[src/rtl/uart_pkg.sv]
// uart_pkg: shared types and constants for the OUT-instruction UART path.
//   tx_state_t          - transmitter FSM encoding
//   UART_DATA_W         - payload bits per frame
//   CLK_PER_BIT_DEFAULT - 100 MHz / 115200 baud
//   REG_W               - core register width (same value as common_params.h)
package uart_pkg;

    localparam int REG_W               = 32;
    localparam int UART_DATA_W         = 8;
    localparam int CLK_PER_BIT_DEFAULT = 868;

    typedef enum logic [1:0] {
        IDLE  = 2'd0,
        START = 2'd1,
        DATA  = 2'd2,
        STOP  = 2'd3
    } tx_state_t;

endpackage

[src/rtl/byte_fifo.sv]
// byte_fifo: DEPTH-entry byte FIFO with occupancy count.
//   clk, rst        - clock, synchronous active-high reset
//   push, push_data - write request / byte (ignored when full)
//   pop, pop_data   - read request / head byte (pop_data valid when !empty)
//   full, empty     - occupancy flags
//   count           - number of stored bytes, 0..DEPTH
// DEPTH must be a power of 2 so the pointers wrap by overflow.
module byte_fifo
    import uart_pkg::*;
#(
    parameter int DEPTH = 16
) (
    input  logic                   clk,
    input  logic                   rst,
    input  logic                   push,
    input  logic [UART_DATA_W-1:0] push_data,
    input  logic                   pop,
    output logic [UART_DATA_W-1:0] pop_data,
    output logic                   full,
    output logic                   empty,
    output logic [$clog2(DEPTH):0] count
);

    localparam int PW = $clog2(DEPTH);

    logic [UART_DATA_W-1:0] mem_q [DEPTH];
    logic [UART_DATA_W-1:0] mem_d [DEPTH];
    logic [PW-1:0]          wr_ptr_q, wr_ptr_d;
    logic [PW-1:0]          rd_ptr_q, rd_ptr_d;
    logic [PW:0]            count_q, count_d;
    logic                   push_ok, pop_ok;

    assign full     = (count_q == (PW+1)'(DEPTH));
    assign empty    = (count_q == '0);
    assign count    = count_q;
    assign pop_data = mem_q[rd_ptr_q];
    assign push_ok  = push && !full;
    assign pop_ok   = pop && !empty;

    always_comb begin
        mem_d    = mem_q;
        wr_ptr_d = wr_ptr_q;
        rd_ptr_d = rd_ptr_q;
        count_d  = count_q;
        if (push_ok) begin
            mem_d[wr_ptr_q] = push_data;
            wr_ptr_d        = wr_ptr_q + PW'(1);
        end
        if (pop_ok) begin
            rd_ptr_d = rd_ptr_q + PW'(1);
        end
        // simultaneous push and pop leaves occupancy unchanged
        case ({push_ok, pop_ok})
            2'b10:   count_d = count_q + (PW+1)'(1);
            2'b01:   count_d = count_q - (PW+1)'(1);
            default: count_d = count_q;
        endcase
    end

    always_ff @(posedge clk) begin
        mem_q <= mem_d;  // storage needs no reset; pointers/count define validity
        if (rst) begin
            wr_ptr_q <= '0;
            rd_ptr_q <= '0;
            count_q  <= '0;
        end else begin
            wr_ptr_q <= wr_ptr_d;
            rd_ptr_q <= rd_ptr_d;
            count_q  <= count_d;
        end
    end

endmodule

[src/rtl/output_unit.sv]
// output_unit: buffers bytes from the core's OUT instruction and sends them
// as 8N1 UART frames, LSB first.
//   clk, rst  - clock, synchronous active-high reset
//   out_req   - execute phase wants to output out_data[7:0] this cycle
//   out_data  - REG_W-bit word; upper bits are dropped
//   out_busy  - buffer full, byte not taken; core must hold its request
//   txd       - registered serial line, idle high
//   tx_idle   - buffer empty and no frame in flight
// Build option OUTPUT_UNIT_FIFO_EN: defined -> FIFO_DEPTH-entry byte_fifo;
// undefined -> single holding register (FIFO_DEPTH unused). Serial timing
// is the same in both builds.
module output_unit
    import uart_pkg::*;
#(
    parameter int CLK_PER_BIT = CLK_PER_BIT_DEFAULT,
    parameter int FIFO_DEPTH  = 16
) (
    input  logic             clk,
    input  logic             rst,
    input  logic             out_req,
    input  logic [REG_W-1:0] out_data,
    output logic             out_busy,
    output logic             txd,
    output logic             tx_idle
);

    localparam int            TW       = $clog2(CLK_PER_BIT);
    localparam logic [TW-1:0] BIT_LAST = TW'(CLK_PER_BIT - 1);

    logic                         buf_full, buf_empty;
    logic [UART_DATA_W-1:0]       buf_data;
    logic [UART_DATA_W-1:0]       tx_byte;
    logic [REG_W-UART_DATA_W-1:0] out_data_unused;
    logic                         push, pop;

    tx_state_t              state_q, state_d;
    logic [TW-1:0]          timer_q, timer_d;
    logic [2:0]             bit_idx_q, bit_idx_d;
    logic [UART_DATA_W-1:0] shift_q, shift_d;
    logic                   txd_q, txd_d;

    assign tx_byte         = out_data[UART_DATA_W-1:0];
    assign out_data_unused = out_data[REG_W-1:UART_DATA_W];

    // busy comes from registered occupancy only, so the core's stall path
    // never loops back through out_req
    assign out_busy = buf_full;
    assign push     = out_req && !buf_full;
    assign pop      = (state_q == IDLE) && !buf_empty;
    assign tx_idle  = (state_q == IDLE) && buf_empty;
    assign txd      = txd_q;

`ifdef OUTPUT_UNIT_FIFO_EN
    logic [$clog2(FIFO_DEPTH):0] fifo_count_unused;

    byte_fifo #(
        .DEPTH (FIFO_DEPTH)
    ) u_fifo (
        .clk       (clk),
        .rst       (rst),
        .push      (push),
        .push_data (tx_byte),
        .pop       (pop),
        .pop_data  (buf_data),
        .full      (buf_full),
        .empty     (buf_empty),
        .count     (fifo_count_unused)
    );
`else
    localparam int fifo_depth_unused = FIFO_DEPTH;

    logic                   hold_full_q, hold_full_d;
    logic [UART_DATA_W-1:0] hold_data_q, hold_data_d;

    // push needs !full and pop needs full, so they never coincide
    always_comb begin
        hold_full_d = hold_full_q;
        hold_data_d = hold_data_q;
        if (pop) begin
            hold_full_d = 1'b0;
        end
        if (push) begin
            hold_full_d = 1'b1;
            hold_data_d = tx_byte;
        end
    end

    always_ff @(posedge clk) begin
        if (rst) begin
            hold_full_q <= 1'b0;
            hold_data_q <= '0;
        end else begin
            hold_full_q <= hold_full_d;
            hold_data_q <= hold_data_d;
        end
    end

    assign buf_full  = hold_full_q;
    assign buf_empty = !hold_full_q;
    assign buf_data  = hold_data_q;
`endif

    // state register
    always_ff @(posedge clk) begin
        if (rst) begin
            state_q   <= IDLE;
            timer_q   <= '0;
            bit_idx_q <= '0;
            shift_q   <= '0;
            txd_q     <= 1'b1;
        end else begin
            state_q   <= state_d;
            timer_q   <= timer_d;
            bit_idx_q <= bit_idx_d;
            shift_q   <= shift_d;
            txd_q     <= txd_d;
        end
    end

    // next state: timer reloads on every state or bit change
    always_comb begin
        state_d   = state_q;
        timer_d   = timer_q;
        bit_idx_d = bit_idx_q;
        shift_d   = shift_q;
        unique case (state_q)
            IDLE: begin
                if (!buf_empty) begin
                    state_d = START;
                    timer_d = BIT_LAST;
                    shift_d = buf_data;
                end
            end
            START: begin
                if (timer_q == '0) begin
                    state_d   = DATA;
                    timer_d   = BIT_LAST;
                    bit_idx_d = '0;
                end else begin
                    timer_d = timer_q - TW'(1);
                end
            end
            DATA: begin
                if (timer_q == '0) begin
                    timer_d = BIT_LAST;
                    if (bit_idx_q == 3'd7) begin
                        state_d = STOP;
                    end else begin
                        bit_idx_d = bit_idx_q + 3'd1;
                        shift_d   = shift_q >> 1;
                    end
                end else begin
                    timer_d = timer_q - TW'(1);
                end
            end
            STOP: begin
                if (timer_q == '0) begin
                    state_d = IDLE;
                end else begin
                    timer_d = timer_q - TW'(1);
                end
            end
            default: state_d = IDLE;
        endcase
    end

    // output: txd is registered, so it is decoded from the next state
    always_comb begin
        txd_d = 1'b1;
        unique case (state_d)
            IDLE:    txd_d = 1'b1;
            START:   txd_d = 1'b0;
            DATA:    txd_d = shift_d[0];
            STOP:    txd_d = 1'b1;
            default: txd_d = 1'b1;
        endcase
    end

endmodule

[config.mk]
export PLATFORM = sky130hd
export DESIGN_NAME = output_unit
export DESIGN_NICKNAME = d
export VERILOG_FILES = /design/src/rtl/uart_pkg.sv /design/src/rtl/byte_fifo.sv /design/src/rtl/output_unit.sv
export SDC_FILE = /design/constraint.sdc
export NUM_CORES = 1
export LEC_CHECK = 0
export CAP_MARGIN = 5
export CORE_MARGIN = 1
export CORE_UTILIZATION = 25
export CTS_CLUSTER_SIZE = 20
export DETAILED_ROUTE_END_ITERATION = 16
export SLEW_MARGIN = 20
export SYNTH_ARGS = -nofsm -noshare
export SYNTH_HDL_FRONTEND = slang
export SYNTH_HIERARCHICAL = 1
export SYNTH_SLANG_ARGS = --single-unit
[constraint.sdc]
create_clock -name clk -period 2.3 [get_ports clk]
set_clock_uncertainty 0.1 [all_clocks]
set_input_delay 0.23 -clock clk [delete_from_list [all_inputs] [get_ports clk]]
set_output_delay 0.23 -clock clk [all_outputs]
set_load 0.01 [all_outputs]
== After elaboration in Yosys (flattened, before gate mapping) ==
Cells that the tools add are included.
Storage, ports and cells
  register bits after elaboration: 33
  bits of input ports: 35
  word-level logic and storage cells: 58
Cells by class
  add/subtract/negate cells: 2
  equal/unequal tests: 12
  multiplexer cells: 21
  reduce and logical (&&, ||, !) cells: 15
Operators with widths (count)
  $mux 10: 3
  $pmux 10 s3: 1
  $mux 8: 3
  $pmux 8 s2: 1
  $logic_not 10->1: 1
  $mux 2: 5
  $ne 2x2->1 const B: 5
  $sub 10x1->10 const B: 1
  $mux 3: 3
  $eq 2x2->1 const B: 4
  $pmux 2 s4: 1
  $reduce_and 4->1: 2
  $pmux 3 s2: 1
  $reduce_bool 2->1: 3
  $eq 2x1->1 const B: 2
  $logic_not 2->1: 2
  $reduce_or 2->1: 2
  $add 3x1->3 const B: 1
  $eq 3x3->1 const B: 1
  $logic_and 1x1->1: 3
  $pmux 1 s3: 1
  $mux 1: 2
  $reduce_and 2->1: 1
  $logic_not 1->1: 1

== Longest topological paths before layout ==
  depth in word-level cells: 7
  gate-level depth with buffers: 9
  gate-level depth less buffers: 7

== Worst setup path before layout ==
OpenSTA, ideal clock, no wires.
  kind: register to register
  start point: reg timer_q[0]
  end point: reg txd_q (netlist: txd)
  setup time: 129 ps
  arrival time: 1918 ps
  required time: 2071 ps
  slack: 153 ps
  stages on the path, launching flop included: 9
  path buffers: 1
  clock period less this slack: 2147 ps
  path through: dfxtp_1 -> inv_1 -> ha_1 -> or4b_1 -> buf_2 -> or3_4 -> o2111ai_4 -> o211a_1 -> a31oi_2
Between the ends
  cells in the longest elaborated chain, start to end: 6
  elaborated cells between the ends (all ways): 13
  those cells by class: 3 x eq/ne; 7 x mux; 3 x reduce/logical
RTL lines
  start: declaration: RTL line output_unit.sv:37  | logic [TW-1:0] timer_q, timer_d;
  start signal: assignment: RTL line output_unit.sv:113  | timer_q <= timer_d;
  $logic_not 10->1 *: RTL line output_unit.sv:135, output_unit.sv:144, output_unit.sv:157
  $mux 2, on equally long branches: RTL line output_unit.sv:157, output_unit.sv:135, output_unit.sv:144
  $pmux 2 s4: RTL line output_unit.sv:126  | unique case (state_q)
  $eq 2x2->1 or $logic_not 2->1 (tied branches): RTL line output_unit.sv:170  | unique case (state_d)
  $reduce_or 2->1 (no line)
  $pmux 1 s3 *: RTL line output_unit.sv:170
  end signal: assignment: RTL line output_unit.sv:116  | txd_q <= txd_d;
  end: declaration: RTL line output_unit.sv:40  | logic txd_q, txd_d;
Every way passes the cells marked *; elsewhere a longest branch is shown, timed or not. The select of a mux whose other input is x is not followed.
A chain may end at the register's enable or synchronous reset.

== Worst setup path in the final report ==
  start point: reg timer_q[0]
  end point: reg shift_q[0]
Between the ends
  cells in the longest elaborated chain, start to end: 3
RTL lines
  $logic_not 10->1: RTL line output_unit.sv:144  | if (timer_q == '0) begin
  $mux 8: RTL line output_unit.sv:144
  $pmux 8 s2: RTL line output_unit.sv:126
  end signal: assignment: RTL line output_unit.sv:115  | shift_q <= shift_d;
  end: declaration: RTL line output_unit.sv:39  | logic [UART_DATA_W-1:0] shift_q, shift_d;
No other way between the ends. The select of a mux whose other input is x is not followed.

==> flow_summary.toml <==
[global_routing]
grt_pass1_vias = 1499
grt_antenna_before_repair = 0
grt_pass1_wl_mm = 6.84
gr-total-overflow = 0
grt_usage = 0.119
grt_start_max_net_pins = 21

[sta]
worst_pin_slew_ns = 0.618
period_minus_slack_ns = 2.22
finalHoldViolCount = 0
finalWorstSetupSlack_ns = 0.0841
max_freq_mhz = 451
setup_violations = 0
final_max_slew_viol_count = 0
maxSlewHeadroom = 0.587
period_share = 0.963

[cts]
cts_setup_buffers = 0
cts_buffers = 5
clock_sinks = 33
clkLatencyLatePin_ns = 0.28
clk_pin_slew_ns = 0.07
root_buffer = "clkbuf_8"
cts_max_level = 2
cts_tree = "built"
clock_path_buffers = 2

[placement]
placed_cells = 294
hpwl_mm = 2.78
dp_slack_ns = 0.0789
gp_congestion = 0.808
numPortBuffers = 13

[die]
start_util = 0.266
core_area_um2 = 6530
die-height_um = 85.3
die_area_um2 = 7270
ios = 38
die_w_um = 85.3
rows = 29

[critical_path]
path_class = "register to register"
start_kind = "register"
end_kind = "register"
worstPathRequired_ns = 2.38
critical_path.max_fanout = 9
arrival_ns = 2.29

[yosys]
syn-num-nets = 246
ys_ff_latch = 33
synth_ff_type = "dfxtp_1"
syn_area_per_cell_um2 = 8.54
synth-edff-count = 0
yosysWarnings = 6
synth.top_cell.area_share = 0.381
yosysSeqAreaShare = 0.381
ys_types = 48
synth_area_leaders = "dfxtp_1 38%, ha_1 5.8%, nor2_1 5.6%, nand2_1 5.0%, a21oi_1 4.9%"
synth_largest_area_cell = "dfxtp_1"
ys_async_sr_fraction = 0
synth_area_um2 = 1730
synthCells = 203

[power_and_ir_drop]
power.leakage_uw = 0.000824
ir_worst_vdd_mv = 0.395
power_per_cell_area_nw_per_um2 = 1410

[route]
wirelength_mm = 3.93
vias_per_cell = 5.02
wl_per_cell_um = 13.0
dr.first_iter.drc_count = 75
ant_nets = 0
drtPass1Iterations = 4
vias = 1515
drt_drc_violations_left = 0

[final_layout]
stdcell_count = 302
fillers = 702
area_delta_synth_final_pct = 23.1
layout.nets = 267
drive_gt1_frac = 0.178
antenna_cells = 0

[hold_path]
hold_class = "register to register"

[outcome]
status = "complete, no violations"

[job]
maxCapViolations = 0
## worst max-delay path: stages (launching register included)
cell	delay, ns
dfxtp_1	0.31
inv_1	0.08
ha_1	0.17
or4b_4	0.50
buf_4	0.17
nor4_4	0.22
o21ai_4	0.15
a222oi_1	0.34
nor2_1	0.06
## final cells by class
class / instances / area [um^2] / area share
Multi-Input combinational cell: 148 / 988 / 0.463
Sequential cell: 33 / 661 / 0.309
Timing Repair Buffer: 27 / 235 / 0.110
Tap cell: 77 / 96.3 / 0.0451
Clock buffer: 6 / 82.6 / 0.0387
Clock inverter: 2 / 37.5 / 0.0176
Inverter: 9 / 33.8 / 0.0158
## what timing repair did
action,in CTS,in global routing
hold buffers,0,0
endpoints found under the setup margin,0,5
endpoints found under the hold margin,0,0
resized for setup,0,5
## flip-flops by register name, indices dropped and copies added (netlist names)
| signal | cells |
|---|---|
| timer_q | 10 |
| buf_data | 8 |
| shift_q | 8 |
| bit_idx_q | 3 |
| state_q | 2 |
| out_busy | 1 |
| txd | 1 |
## layer usage
| metal | global-route usage | routed length [um] | vias up |
|---|---|---|---|
| met2 | 0.198 | 1860 | 41 |
| met3 | 0.0331 | 171 | 8 |
| met5 | 0 | 0 | - |
| met4 | 0.0500 | 65 | 0 |
| li1 | - | - | 762 |
| met1 | 0.145 | 1830 | 704 |
## cells by family (layout without fill, tap and decap cells)
family / Yosys count / in the layout / share of synthesized area
simple gates: 75 / 75 / 0.224
compound gates: 59 / 59 / 0.247
flops: 33 / 33 / 0.381
buf+inv: 22 / 44 / 0.0592
fa+ha+maj: 8 / 8 / 0.0577
xor+xnor: 5 / 5 / 0.0253
mux: 1 / 1 / 0.00577
## synth_stat cells (2+ instances only)
| cell type | number |
|---|---|
| buf_2 | 4 |
| nor2_1 | 26 |
| nor3_1 | 4 |
| or3_1 | 2 |
| nand2b_1 | 3 |
| o22ai_1 | 5 |
| a21oi_1 | 17 |
| clkbuf_1 | 6 |
| o21ai_0 | 14 |
| dfxtp_1 | 33 |
| inv_1 | 9 |
| nand3_1 | 2 |
| xor2_1 | 5 |
| o31ai_1 | 3 |
| buf_6 | 2 |
| nor2b_1 | 2 |
| ha_1 | 8 |
| a221oi_1 | 5 |
| a221oi_2 | 2 |
| nand2_1 | 23 |
## cell usage in the layout, fill, tap and decap left out, types with 6 or more instances in the layout
master / synthesis / layout
nand2_1: 23 / 23
buf_4: 0 / 14
dfxtp_1: 33 / 33
clkdlybuf4s50_1: 0 / 13
nor2_1: 26 / 26
ha_1: 8 / 7
a21oi_1: 17 / 17
inv_1: 9 / 9
clkbuf_8: 0 / 6
o21ai_0: 14 / 14
## path summary, 6_finish.rpt
check / from / endpoint / slack (ns) / depth (start not counted)
setup reg to reg: timer_q[0] / shift_q[0] / 0.08 / 8
hold / removal: buf_data[6] / buf_data[6] / 0.36 / 2
hold reg to reg: buf_data[6] / buf_data[6] / 0.36 / 2
setup / recovery: timer_q[0] / shift_q[0] / 0.08 / 8
## per-stage QoR
stage                      util  instance area, um^2  total power (uW)  hold slack (ns)  TNS [ns]
final                     0.327                 2130              3020            0.359         0
after detailed placement  0.306                 2000              2380            0.350         0
after CTS                 0.324                 2120              2970            0.361         0
after floorplan               -                 1730              1970            0.266         0
after global routing      0.327                 2130              3270            0.384    -0.136
after global placement    0.306                 2000              2370            0.342         0
## report_power, final
| part | leakage, uW | internal [uW] | switching [uW] | total (uW) |
|---|---|---|---|---|
| clock | 0.0000574 | 352 | 224 | 576 |
| combinational | 0.000496 | 713 | 865 | 1580 |
| sequential | 0.000271 | 716 | 146 | 862 |
No activity file was read; power rests on OpenSTA's default activity.
==> RTL edit, RTL diff (config.mk and constraints unchanged) <==
Set the package constant `CLK_PER_BIT_DEFAULT` to 434 (it was 868).
--- a/src/rtl/uart_pkg.sv
+++ b/src/rtl/uart_pkg.sv
@@ -8,5 +8,5 @@
     localparam int REG_W               = 32;
     localparam int UART_DATA_W         = 8;
-    localparam int CLK_PER_BIT_DEFAULT = 868;
+    localparam int CLK_PER_BIT_DEFAULT = 434;
 
     typedef enum logic [1:0] {
Function: same outputs for any inputs over 10 cycles, from zero or initial values and one cycle with rst high; that may be too few to reach the edited logic, so the function may still have changed.
==> RTL edit against the unedited design <==
Cell area increased by 2.5%. Wire length rose by 6.3%. Hold slack worse by 0.0016 ns. Area after synthesis is 1.2% lower. Count of clock-buffer cells in the layout up 1. Sequential cell count shrank 1. Worst setup slack lost 0.053 ns. Critical endpoint is now txd. Highest routed layer unchanged.
Power is not compared: it rests on default switching activity, and its combinational part moved more than twofold at a synthesized area within 25%.
==> RTL edit: results (changes against the unedited design) <==
Peak VDD IR=0.000370 V; ANT cells=0 (unchanged); clock tree buffer depth=2 (unchanged); dpl ws=-0.0107 ns (-0.0896 ns); Buffers on Ports=13 (unchanged); largest cells by area after synthesis=dfxtp_1 37%, a21oi_1 7.6%, ha_1 7.3%, nand2_1 5.3%, a22oi_1 3.5%; # H-tree levels=2 (unchanged); largest net degree at the start of global routing=15 (-29%); DP HPWL=3030 um (+9.0%); total wire length=4180 um (+6.3%); Fill cells=679 (-3.3%); Synth cell types=49 (+2.1%); synth cell count leaders=32 x dfxtp_1, 26 x a21oi_1, 24 x nand2_1; mux cell area share after synthesis=1.24% (+0.66 points); CTS clk-pin slew, worst paths=0.07 ns (about the same); Routability Congestion=0.831 (+2.8%); status=finished clean; drt pass-1 iters=4 (unchanged); Power Sequential=~630 uW; DR iter-0 viols=91 (+21%); Compound-Gate Fraction of Synth Area=27.7% (+3.0 points); CP max FO=4 (-5); slew margin rel.=65.5% (+6.8 points); GRT Total Usage=12.8% (+0.84 points); Seq/Total Area, Yosys=37.4% (-0.70 points); XOR/XNOR Fraction of Synth Area=0% (-2.5 points); clock group power=about 460 uW; Pint=1.04 mW; Lkg Pwr=about 0.87 nW; global-route wire length before repair=7220 um (+5.7%); ratio of cells with drive above 1 in the final layout=19.6% (+1.8 points); largest register by flop count=timer_q; slowest CP cell=or4b_4; CTS buffer count=5 (unchanged); post-synthesis share of cell area spent on full adders, half adders and majority gates=7.30% (+1.5 points); vias in the first global route=1501 (+0.13%); initial antenna violation count=0 (unchanged); worst hold-check path type=reg2reg; fraction of registers with async set/reset=0% (unchanged); Yosys warning count=6 (unchanged); CP arrival=2.35 ns (+0.06 ns); root buffer cell=clkbuf_8; crit-path leading delay family=simple AND/OR/NAND/NOR gates; Nets=284 (+6.4%); flip-flop count of the largest register, all copies and words added=9 (-1); syn_nets=251 (+2.0%); via count of the routed design=1616 (+6.7%); worst stage delay on the critical path=0.50 ns (about the same); clock latency on the worst-skew pair=0.28 ns (about the same)
-- RTL edit: cell count changes after synthesis, moves of 3 or more --
cell / before / now
a211oi_1: 0 / 6
a21oi_1: 17 / 26
a221oi_1: 5 / 0
a22oi_1: 1 / 8
nand4_1: 0 / 6
nor2_1: 26 / 14
nor2b_1: 2 / 5
o21ai_0: 14 / 6
o21ai_1: 0 / 4
o22ai_1: 5 / 1
xor2_1: 5 / 0
-- RTL edit: routing by layer --
layer  up-vias  GRT usage [%]  share of wire (%)
li1        824              -                  -
met1       750           17.0                 49
met2        31           19.4                 44
met3        11           3.15                4.2
met4         0           5.86                2.4
met5         -              0                  0
-- RTL edit: final timing paths --
| check | depth (start not counted) | startpoint | to | slack [ns] |
|---|---|---|---|---|
| worst max-delay path | 9 | timer_q[1] | txd | 0.03 |
| worst min-delay path | 2 | buf_data[0] | buf_data[0] | 0.36 |
| worst max register to register | 9 | timer_q[1] | txd | 0.03 |
| worst min register to register | 2 | buf_data[0] | buf_data[0] | 0.36 |
-- RTL edit: layout make-up --
class | instances | area share, %
clock inverters | 1 | 0.343
clock buffers | 7 | 3.95
inverters | 8 | 1.37
flip-flops and latches | 32 | 29.3
repair buffers | 36 | 13.8
multi-input cells | 156 | 46.7
well taps | 77 | 4.41
-- RTL edit: stage by stage --
stage	area, um^2	power, mW	hold WS, ns	setup TNS, ns	cells
after floorplan	1720	0.900	0.266	0	206
after global placement	2060	1.06	0.347	0	307
after detailed placement	2060	1.07	0.351	-0.0107	307
after CTS	2180	1.54	0.361	0	317
after global routing	2190	1.61	0.374	-0.0665	317
final	2190	1.52	0.358	0	317
-- RTL edit: repair_timing --
action                                  in CTS  in global routing
pin swaps                                    3                  2
hold buffers                                 0                  0
buffers inserted                             2                  0
endpoints found under the setup margin       1                  2
gates resized for setup                      3                  2
